`src/rtl/mem_stage_bus.sv`:
```
// Memory stage bus master: req/gnt/rvalid access with store lane masking and load extraction.
// Optional MEM_MISALIGN_TRAP_EN: reject misaligned ops with a misalign pulse instead of aligning.
module mem_stage_bus #(
  parameter int unsigned DATA_WIDTH     = 32,
  parameter int unsigned TIMEOUT_CYCLES = 64
) (
  input  logic                    i_clk,
  input  logic                    i_arst_n,
  input  logic                    i_op_valid,
  input  logic                    i_op_load,
  input  logic                    i_op_store,
  input  logic [2:0]              i_lsuop,
  input  logic [DATA_WIDTH-1:0]   i_addr,
  input  logic [DATA_WIDTH-1:0]   i_wdata,
  output logic                    o_stall,
  output logic                    o_ld_valid,
  output logic [DATA_WIDTH-1:0]   o_ld_data,
  output logic                    o_bus_err,
  output logic                    o_misalign,
  output logic                    o_bus_req,
  output logic                    o_bus_we,
  output logic [DATA_WIDTH-1:0]   o_bus_addr,
  output logic [DATA_WIDTH-1:0]   o_bus_wdata,
  output logic [DATA_WIDTH/8-1:0] o_bus_mask,
  input  logic                    i_bus_gnt,
  input  logic                    i_bus_rvalid,
  input  logic [DATA_WIDTH-1:0]   i_bus_rdata
);

  localparam int unsigned MASK_SIZE = DATA_WIDTH / 8;
  localparam int unsigned OFF_W     = $clog2(MASK_SIZE);
  localparam int unsigned CNT_W     = $clog2(TIMEOUT_CYCLES);

  localparam logic [1:0] ST_IDLE = 2'd0;
  localparam logic [1:0] ST_REQ  = 2'd1;
  localparam logic [1:0] ST_WAIT = 2'd2;
  localparam logic [1:0] ST_DONE = 2'd3;

  localparam logic [1:0] SZ_B = 2'd0;
  localparam logic [1:0] SZ_H = 2'd1;
  localparam logic [1:0] SZ_W = 2'd2;
  localparam logic [1:0] SZ_D = 2'd3;

  logic [1:0]            r_state, w_state_d;
  logic [CNT_W-1:0]      r_cnt;
  logic [DATA_WIDTH-1:0] r_addr, r_wdata, r_ld_data;
  logic [MASK_SIZE-1:0]  r_mask;
  logic [OFF_W-1:0]      r_off;
  logic [1:0]            r_size;
  logic                  r_signed, r_we, r_err;

  logic [1:0]            w_size;
  logic                  w_signed, w_op, w_start, w_req, w_capture, w_to, w_timeout, w_sbit;
  logic [OFF_W-1:0]      w_off, w_low_bits, w_off_fix;
  logic [MASK_SIZE-1:0]  w_mask;
  logic [DATA_WIDTH-1:0] w_wdata, w_shift, w_keep, w_ext;

  // Unsupported encodings (D/WU at 32b, 111) fall back to a signed word.
  always_comb begin
    w_size   = SZ_W;
    w_signed = 1'b1;
    case (i_lsuop)
      3'b000:  w_size = SZ_B;
      3'b001:  w_size = SZ_H;
      3'b011:  if (DATA_WIDTH == 64) w_size = SZ_D;
      3'b100:  begin w_size = SZ_B; w_signed = 1'b0; end
      3'b101:  begin w_size = SZ_H; w_signed = 1'b0; end
      3'b110:  if (DATA_WIDTH == 64) w_signed = 1'b0;
      default: ;
    endcase
  end

  assign w_off      = i_addr[OFF_W-1:0];
  assign w_low_bits = (OFF_W'(1) << w_size) - OFF_W'(1);
  assign w_off_fix  = w_off & ~w_low_bits;
  assign w_op       = i_op_valid & (i_op_load | i_op_store);

`ifdef MEM_MISALIGN_TRAP_EN
  logic w_aligned;
  assign w_aligned  = (w_off & w_low_bits) == '0;
  assign w_start    = w_op & w_aligned;
  assign o_misalign = (r_state == ST_IDLE) & w_op & ~w_aligned;
`else
  assign w_start    = w_op;
  assign o_misalign = 1'b0;
`endif

  always_comb begin
    case (w_size)
      SZ_B: begin
        w_mask  = MASK_SIZE'(1) << w_off_fix;
        w_wdata = {MASK_SIZE{i_wdata[7:0]}};
      end
      SZ_H: begin
        w_mask  = MASK_SIZE'(3) << w_off_fix;
        w_wdata = {(MASK_SIZE/2){i_wdata[15:0]}};
      end
      SZ_W: begin
        w_mask  = MASK_SIZE'(4'hF) << w_off_fix;
        w_wdata = {(MASK_SIZE/4){i_wdata[31:0]}};
      end
      default: begin
        w_mask  = '1;
        w_wdata = i_wdata;
      end
    endcase
  end

  // Load extraction: bring the addressed lane down, then extend above the access size.
  assign w_shift = i_bus_rdata >> {r_off, 3'b000};
  always_comb begin
    case (r_size)
      SZ_B:    begin w_keep = DATA_WIDTH'(8'hFF);         w_sbit = w_shift[7];  end
      SZ_H:    begin w_keep = DATA_WIDTH'(16'hFFFF);      w_sbit = w_shift[15]; end
      SZ_W:    begin w_keep = DATA_WIDTH'(32'hFFFF_FFFF); w_sbit = w_shift[31]; end
      default: begin w_keep = '1;                         w_sbit = 1'b0;        end
    endcase
  end
  assign w_ext = (w_shift & w_keep) | ({DATA_WIDTH{w_sbit & r_signed}} & ~w_keep);

  assign w_timeout = (r_cnt == CNT_W'(TIMEOUT_CYCLES - 1));

  always_comb begin
    w_state_d = r_state;
    w_capture = 1'b0;
    w_to      = 1'b0;
    case (r_state)
      ST_IDLE: if (w_start) w_state_d = ST_REQ;
      ST_REQ: begin
        if (i_bus_gnt && (r_we || i_bus_rvalid)) begin
          w_state_d = ST_DONE;
          w_capture = ~r_we;
        end else if (w_timeout) begin
          w_state_d = ST_DONE;
          w_to      = 1'b1;
        end else if (i_bus_gnt) begin
          w_state_d = ST_WAIT;
        end
      end
      ST_WAIT: begin
        if (i_bus_rvalid) begin
          w_state_d = ST_DONE;
          w_capture = 1'b1;
        end else if (w_timeout) begin
          w_state_d = ST_DONE;
          w_to      = 1'b1;
        end
      end
      default: w_state_d = ST_IDLE;
    endcase
  end

  always_ff @(posedge i_clk or negedge i_arst_n) begin
    if (!i_arst_n) begin
      r_state   <= ST_IDLE;
      r_cnt     <= '0;
      r_addr    <= '0;
      r_wdata   <= '0;
      r_ld_data <= '0;
      r_mask    <= '0;
      r_off     <= '0;
      r_size    <= SZ_B;
      r_signed  <= 1'b0;
      r_we      <= 1'b0;
      r_err     <= 1'b0;
    end else begin
      r_state <= w_state_d;
      if (r_state == ST_IDLE && w_start) begin
        r_addr   <= {i_addr[DATA_WIDTH-1:OFF_W], {OFF_W{1'b0}}};
        r_off    <= w_off_fix;
        r_size   <= w_size;
        r_signed <= w_signed;
        r_we     <= i_op_store;
        r_mask   <= w_mask;
        r_wdata  <= w_wdata;
        r_cnt    <= '0;
        r_err    <= 1'b0;
      end else if (r_state == ST_REQ || r_state == ST_WAIT) begin
        r_cnt <= r_cnt + CNT_W'(1);
      end
      if (w_capture) r_ld_data <= w_ext;
      else if (w_to) r_ld_data <= '0;
      if (w_to) r_err <= 1'b1;
    end
  end

  assign w_req       = (r_state == ST_REQ);
  assign o_stall     = ((r_state == ST_IDLE) & w_start) | w_req | (r_state == ST_WAIT);
  assign o_bus_req   = w_req;
  assign o_bus_we    = w_req & r_we;
  assign o_bus_addr  = w_req ? r_addr : '0;
  assign o_bus_wdata = w_req ? r_wdata : '0;
  assign o_bus_mask  = w_req ? r_mask : '0;
  assign o_ld_valid  = (r_state == ST_DONE) & ~r_we & ~r_err;
  assign o_bus_err   = (r_state == ST_DONE) & r_err;
  assign o_ld_data   = r_ld_data;

endmodule
```
`config.mk`:
```
export PLATFORM = sky130hd
export DESIGN_NAME = mem_stage_bus
export DESIGN_NICKNAME = d
export VERILOG_FILES = /design/src/rtl/mem_stage_bus.sv
export SDC_FILE = /design/constraint.sdc
export NUM_CORES = 1
export LEC_CHECK = 0
export ABC_CLOCK_PERIOD_IN_PS = 2380
export CORE_MARGIN = 3
export CORE_UTILIZATION = 46
export DETAILED_ROUTE_END_ITERATION = 10
export GPL_TIMING_DRIVEN = 0
export HOLD_SLACK_MARGIN = 0.03
export PLACE_DENSITY = 0.83
export SLEW_MARGIN = 20
export SYNTH_ARGS = -nofsm -noshare
export SYNTH_HDL_FRONTEND = slang
export SYNTH_SLANG_ARGS = --single-unit
export TNS_END_PERCENT = 20
```
`constraint.sdc`:
```
create_clock -name i_clk -period 2.38 [get_ports i_clk]
set_input_delay 0.476 -clock i_clk [delete_from_list [all_inputs] [get_ports i_clk]]
set_output_delay 0.476 -clock i_clk [all_outputs]
set_load 0.005 [all_outputs]
```
Yosys cells after proc, flatten, opt, wreduce, memory -nomap -nowiden
Cells that the tools add are included.
{"block": "op_classes", "eq_ne": 14, "bitwise_logic": 18, "add_sub_neg": 2, "shifts": 5, "mux": 29, "reduce_logical": 15}
{"op": "32-bit two-way mux", "count": 4}
{"op": "32-bit case mux with 2 select lines", "count": 2}
{"op": "32-bit bitwise AND", "count": 2}
{"op": "32-bit inverter", "count": 1}
{"op": "32-bit bitwise OR", "count": 1}
{"op": "32-bit by 5-bit right shift with 32-bit output", "count": 1}
{"op": "2-bit two-way mux", "count": 6}
{"op": "6-bit two-way mux", "count": 2}
{"op": "4-bit case mux with 3 select lines", "count": 1}
{"op": "2-bit == test, second input constant", "count": 4}
{"op": "1-bit two-way mux", "count": 8}
{"op": "1-bit bitwise AND", "count": 7}
{"op": "6-bit by 1-bit adder with 6-bit output, second input constant", "count": 1}
{"op": "2-bit by 1-bit == test with 1-bit output, second input constant", "count": 3}
{"op": "3-bit == test, second input constant", "count": 2}
{"op": "6-bit == test, second input constant", "count": 1}
{"op": "2-bit logical NOT", "count": 3}
{"op": "2-bit case mux with 3 select lines", "count": 1}
{"op": "2-bit nonzero test", "count": 3}
{"op": "2-bit OR reduction", "count": 3}
{"op": "4-bit two-way mux", "count": 1}
{"op": "4-bit by 2-bit inequality test with 1-bit output, second input constant", "count": 1}
{"op": "1-bit case mux with 2 select lines", "count": 2}
{"op": "2-bit case mux with 2 select lines", "count": 1}
{"op": "other kinds (17)", "count": 22}
{"block": "word_totals", "out_inout_bits": 106, "ff_bits": 113, "wordCells": 94, "input_bits": 106}

Longest topological paths before layout
{"block": "depth", "word_depth": 9, "depth_mapped": 9, "ltp_nobuf": 6}

Worst setup path before layout
No wires, ideal clock.
{"block": "synth_timing", "kind": "register to output", "start": "register r_state[1]", "end": "output o_bus_mask[0]", "arrival_ns": 1.355, "stages_incl_launch_ff": 6, "t_required_ns": 1.904, "path_slack_ns": 0.549, "path_buffers": 2, "cell_sequence": "dfrtp_1 inv_1 ha_1 clkbuf_1 clkbuf_1 and2_1"}
{"block": "synth_between", "elab_chain_cells": 2}
{"item": "start, declared", "line": "44", "rtl": "logic [1:0] r_state, w_state_d;"}
{"item": "start signal, assigned", "line": "167", "rtl": "r_state <= w_state_d;"}
{"item": "2-bit by 1-bit == test with 1-bit output", "line": "187", "rtl": "assign w_req = (r_state == ST_REQ);"}
{"item": "net o_bus_req", "line": "20", "rtl": "output logic o_bus_req,"}
{"item": "4-bit two-way mux", "line": "193", "rtl": "assign o_bus_mask = w_req ? r_mask : '0;"}
{"item": "end, declared", "line": "24", "rtl": "output logic [DATA_WIDTH/8-1:0] o_bus_mask,"}
The timed path passes the listed nets, and every way through them passes these cells.

Final worst setup path
{"block": "layout_timing", "start": "register r_state[1]", "end": "output o_bus_wdata[10]"}
{"block": "layout_between", "elab_chain_cells": 2}
{"item": "2-bit by 1-bit == test with 1-bit output", "line": "187"}
{"item": "32-bit two-way mux", "line": "192", "rtl": "assign o_bus_wdata = w_req ? r_wdata : '0;"}
{"item": "end, declared", "line": "23", "rtl": "output logic [DATA_WIDTH-1:0] o_bus_wdata,"}
Every way passes these cells.

==> impl_metrics.yaml <==
hold_path:
  whs_endpoint: "r_addr[29]"
  hp-class: "reg2reg"
  whs_path_depth: 2
  holdCritStartpoint: "r_addr[29]"
power:
  power.density_nw_per_um2: 1180
  power.total_mw: 10.7
  max-vdd-ir-drop_mv: 0.717
  p_leak_nw: 4.39
floorplan:
  core_area_um2: 12700
  die-width_um: 120
  fp-row-count: 41
  start_util_pct: 47.3
  die-area_um2: 14500
  die_y_um: 120
  pin_count: 212
worst_setup_path:
  reg2reg_to: "o_ld_data[22]"
  r2r_slack_ns: 0.33
  crit_required_ns: 1.90
  cp-end-kind: "output pin"
  worstPathMaxFanout: 10
  critPathLaunchType: "flop"
  r2r_start: "r_state[1]"
  critPathKind: "reg2out"
  r2r_cells: 7
  worstPathArrival_ns: 1.97
clock_network:
  clock_path_buffers: 2
  htree_levels: 4
  cts_tree: "done"
  cts_buffers: 17
  clk_pin_slew_ns: 0.05
  clk_latency_ns: 0.41
  cts_root_buf: "clkbuf_16"
  clkSinkCount: 113
logic_synthesis:
  async_flop_share_pct: 100
  synth_adder_area_share_pct: 1.25
  synth_warnings: 0
  synth_cells: 662
  synth-main-ff-cell: "dfrtp_1"
  yosys.area_share.simple_pct: 20.6
  syn_area_um2: 6010
  synth-xor-area-share_pct: 0.583
  synth_largest_area_cell: "dfrtp_1"
  synth_edf_count: 0
  yosysTopAreaCellShare_pct: 47.0
  synth_area_leaders: "dfrtp_1 47%, nand2_1 9.8%, and2_1 7.2%"
  synth.area.mux_share_pct: 9.30
  syn_avg_cell_area_um2: 9.08
  seq_area_frac_synth_pct: 47.0
  synth_top_family_by_area: "simple AND/OR/NAND/NOR gates"
  ys_ff_latch: 113
  ys_types: 50
  synth_compound_area_share_pct: 14.8
timing:
  relSlewSlack_pct: 52.1
  finalHoldViolCount: 0
  finalSetupViolations: 23
  slew_viol_final: 0
  setup_slack_ns: -0.0660
  finalCriticalPeriod_ns: 2.45
  fin_skew_ns: 0.00925
  rsz0062_at_grt: "true"
  fmax_mhz: 409
  tightest_slew_ns: 0.718
  holdWs_ns: 0.463
  fin_crit_sh_pct: 103
global_routing:
  grt_antenna_before_repair: 0
  met1_usage_pct: 32.0
  grt-ovfl-total: 0
  grt_pass1_vias: 5885
  grt_use_total_pct: 27.0
  grt_pass1_wl_mm: 30.5
  grt_busiest_layer: "met2"
  gr-usage-met3_pct: 10.2
  grt_max_degree: 70
  met2_usage_pct: 45.5
place:
  dpl.hpwl_mm: 13.8
  routabilityCongestion: 0.915
  portBuffers: 208
job:
  drv_cap: 0
finish:
  area_growth_pct: 51.3
  final_common_cell: "clkdlybuf4s50_1"
  final_cell_mix: "163 x clkdlybuf4s50_1, 157 x nand2_1, 112 x dfrtp_1"
  antenna_cells: 0
  nNetsFinal: 1013
  layout-drive-gt1-share_pct: 11.9
routing:
  wl_per_cell_um: 17.7
  viasPerCell: 5.32
  drt_iter0_drc: 383
  routed-via-count: 5773
  drt_wl_total_mm: 19.2
  drc_errors: 0
  antenna_left: 0
  dr.pass1.iters: 5
status:
  violations: "setup timing"
  status: "finished with violations"
report_power, final:
part / internal [mW] / total [mW] / switching, mW
Clock: 1.78 / 2.66 / 0.885
Sequential: 2.83 / 3.35 / 0.520
Combinational: 2.46 / 4.72 / 2.26
Total: 7.07 / 10.7 / 3.67
layer usage:
layer  routed length, um  share of wire (%)
met5                   0                  0
met4                 415                2.2
met3                1920                 10
met2                9260                 48
met1                7640                 40
repair_timing:
| action | 4_1_cts | 5_1_grt |
|---|---|---|
| hold buffers | 1 | 0 |
| pin swaps | 1 | 1 |
| endpoints found under the setup margin | 69 | 44 |
| resized for setup | 77 | 26 |
| buffers inserted | 8 | 0 |
| hold endpoints to repair | 44 | 0 |
cell usage after synthesis, types with 9 or more instances:
master,instances
buf_2,19
clkbuf_1,24
o21ai_0,31
a21oi_1,12
mux2i_1,42
mux2_2,9
inv_1,39
nand2_1,157
o32ai_1,24
and2_1,69
o31ai_1,10
nor2_1,26
a211oi_1,9
dfrtp_1,113
registers in the layout, indices dropped and copies added, names as in the netlist:
name and count:
r_size 2, o_ld_data 32, r_signed 1, r_state 2, r_addr 30, r_we 1
r_err 1, r_off 2, r_mask 4, r_cnt 6, r_wdata 32
worst max-delay path: stages (launching register included):
cell             delay (ns)
dfrtp_1                0.39
inv_2                  0.08
ha_4                   0.22
clkbuf_8               0.18
and2_1                 0.16
clkdlybuf4s50_1        0.52
worst max-delay path by stage:
| stage | start | end | slack, ns | cells after the start |
|---|---|---|---|---|
| 2_1_floorplan | r_state[1] | o_bus_mask[0] | 0.55 | 5 |
| 3_3_place_gp | i_arst_n | r_wdata[20] | -3.61 | 1 |
| 3_5_place_dp | r_state[1] | o_bus_wdata[30] | -0.52 | 6 |
| 4_1_cts | r_state[1] | o_bus_addr[15] | -0.10 | 5 |
| 5_1_grt | r_state[1] | o_bus_wdata[10] | -0.14 | 5 |
| 6_report | r_state[1] | o_bus_wdata[10] | -0.07 | 5 |
area by class of cell:
type | count | area, um2
buffer | 51 | 308
clock buffer | 23 | 498
clock inverter | 9 | 128
fill | 1005 | 3630
inverter | 39 | 146
multi-input combinational | 461 | 2840
sequential | 113 | 2830
tap | 172 | 215
timing repair buffer | 218 | 2130
logic make-up after synthesis:
family | count (synthesis)
compound gates | 125
xor+xnor | 4
fa+ha+maj | 6
buf+inv | 90
flops | 113
mux | 53
other cells | 1
simple gates | 270
per-stage QoR:
stage / setup TNS, ns / utilization, % / std cells / worst slack, ns / instance area [um2]
2_1_floorplan: 0 / - / 664 / 0.549 / 6020
5_1_grt: -2.60 / 71.5 / 1086 / -0.135 / 9090
3_5_place_dp: -12.09 / 65.6 / 1045 / -0.516 / 8350
3_3_place_gp: -421.81 / 65.4 / 1044 / -3.61 / 8320
6_report: -0.631 / 71.5 / 1086 / -0.0660 / 9090
4_1_cts: -3.04 / 71.5 / 1086 / -0.103 / 9090
No activity file was read; power rests on OpenSTA's default activity.
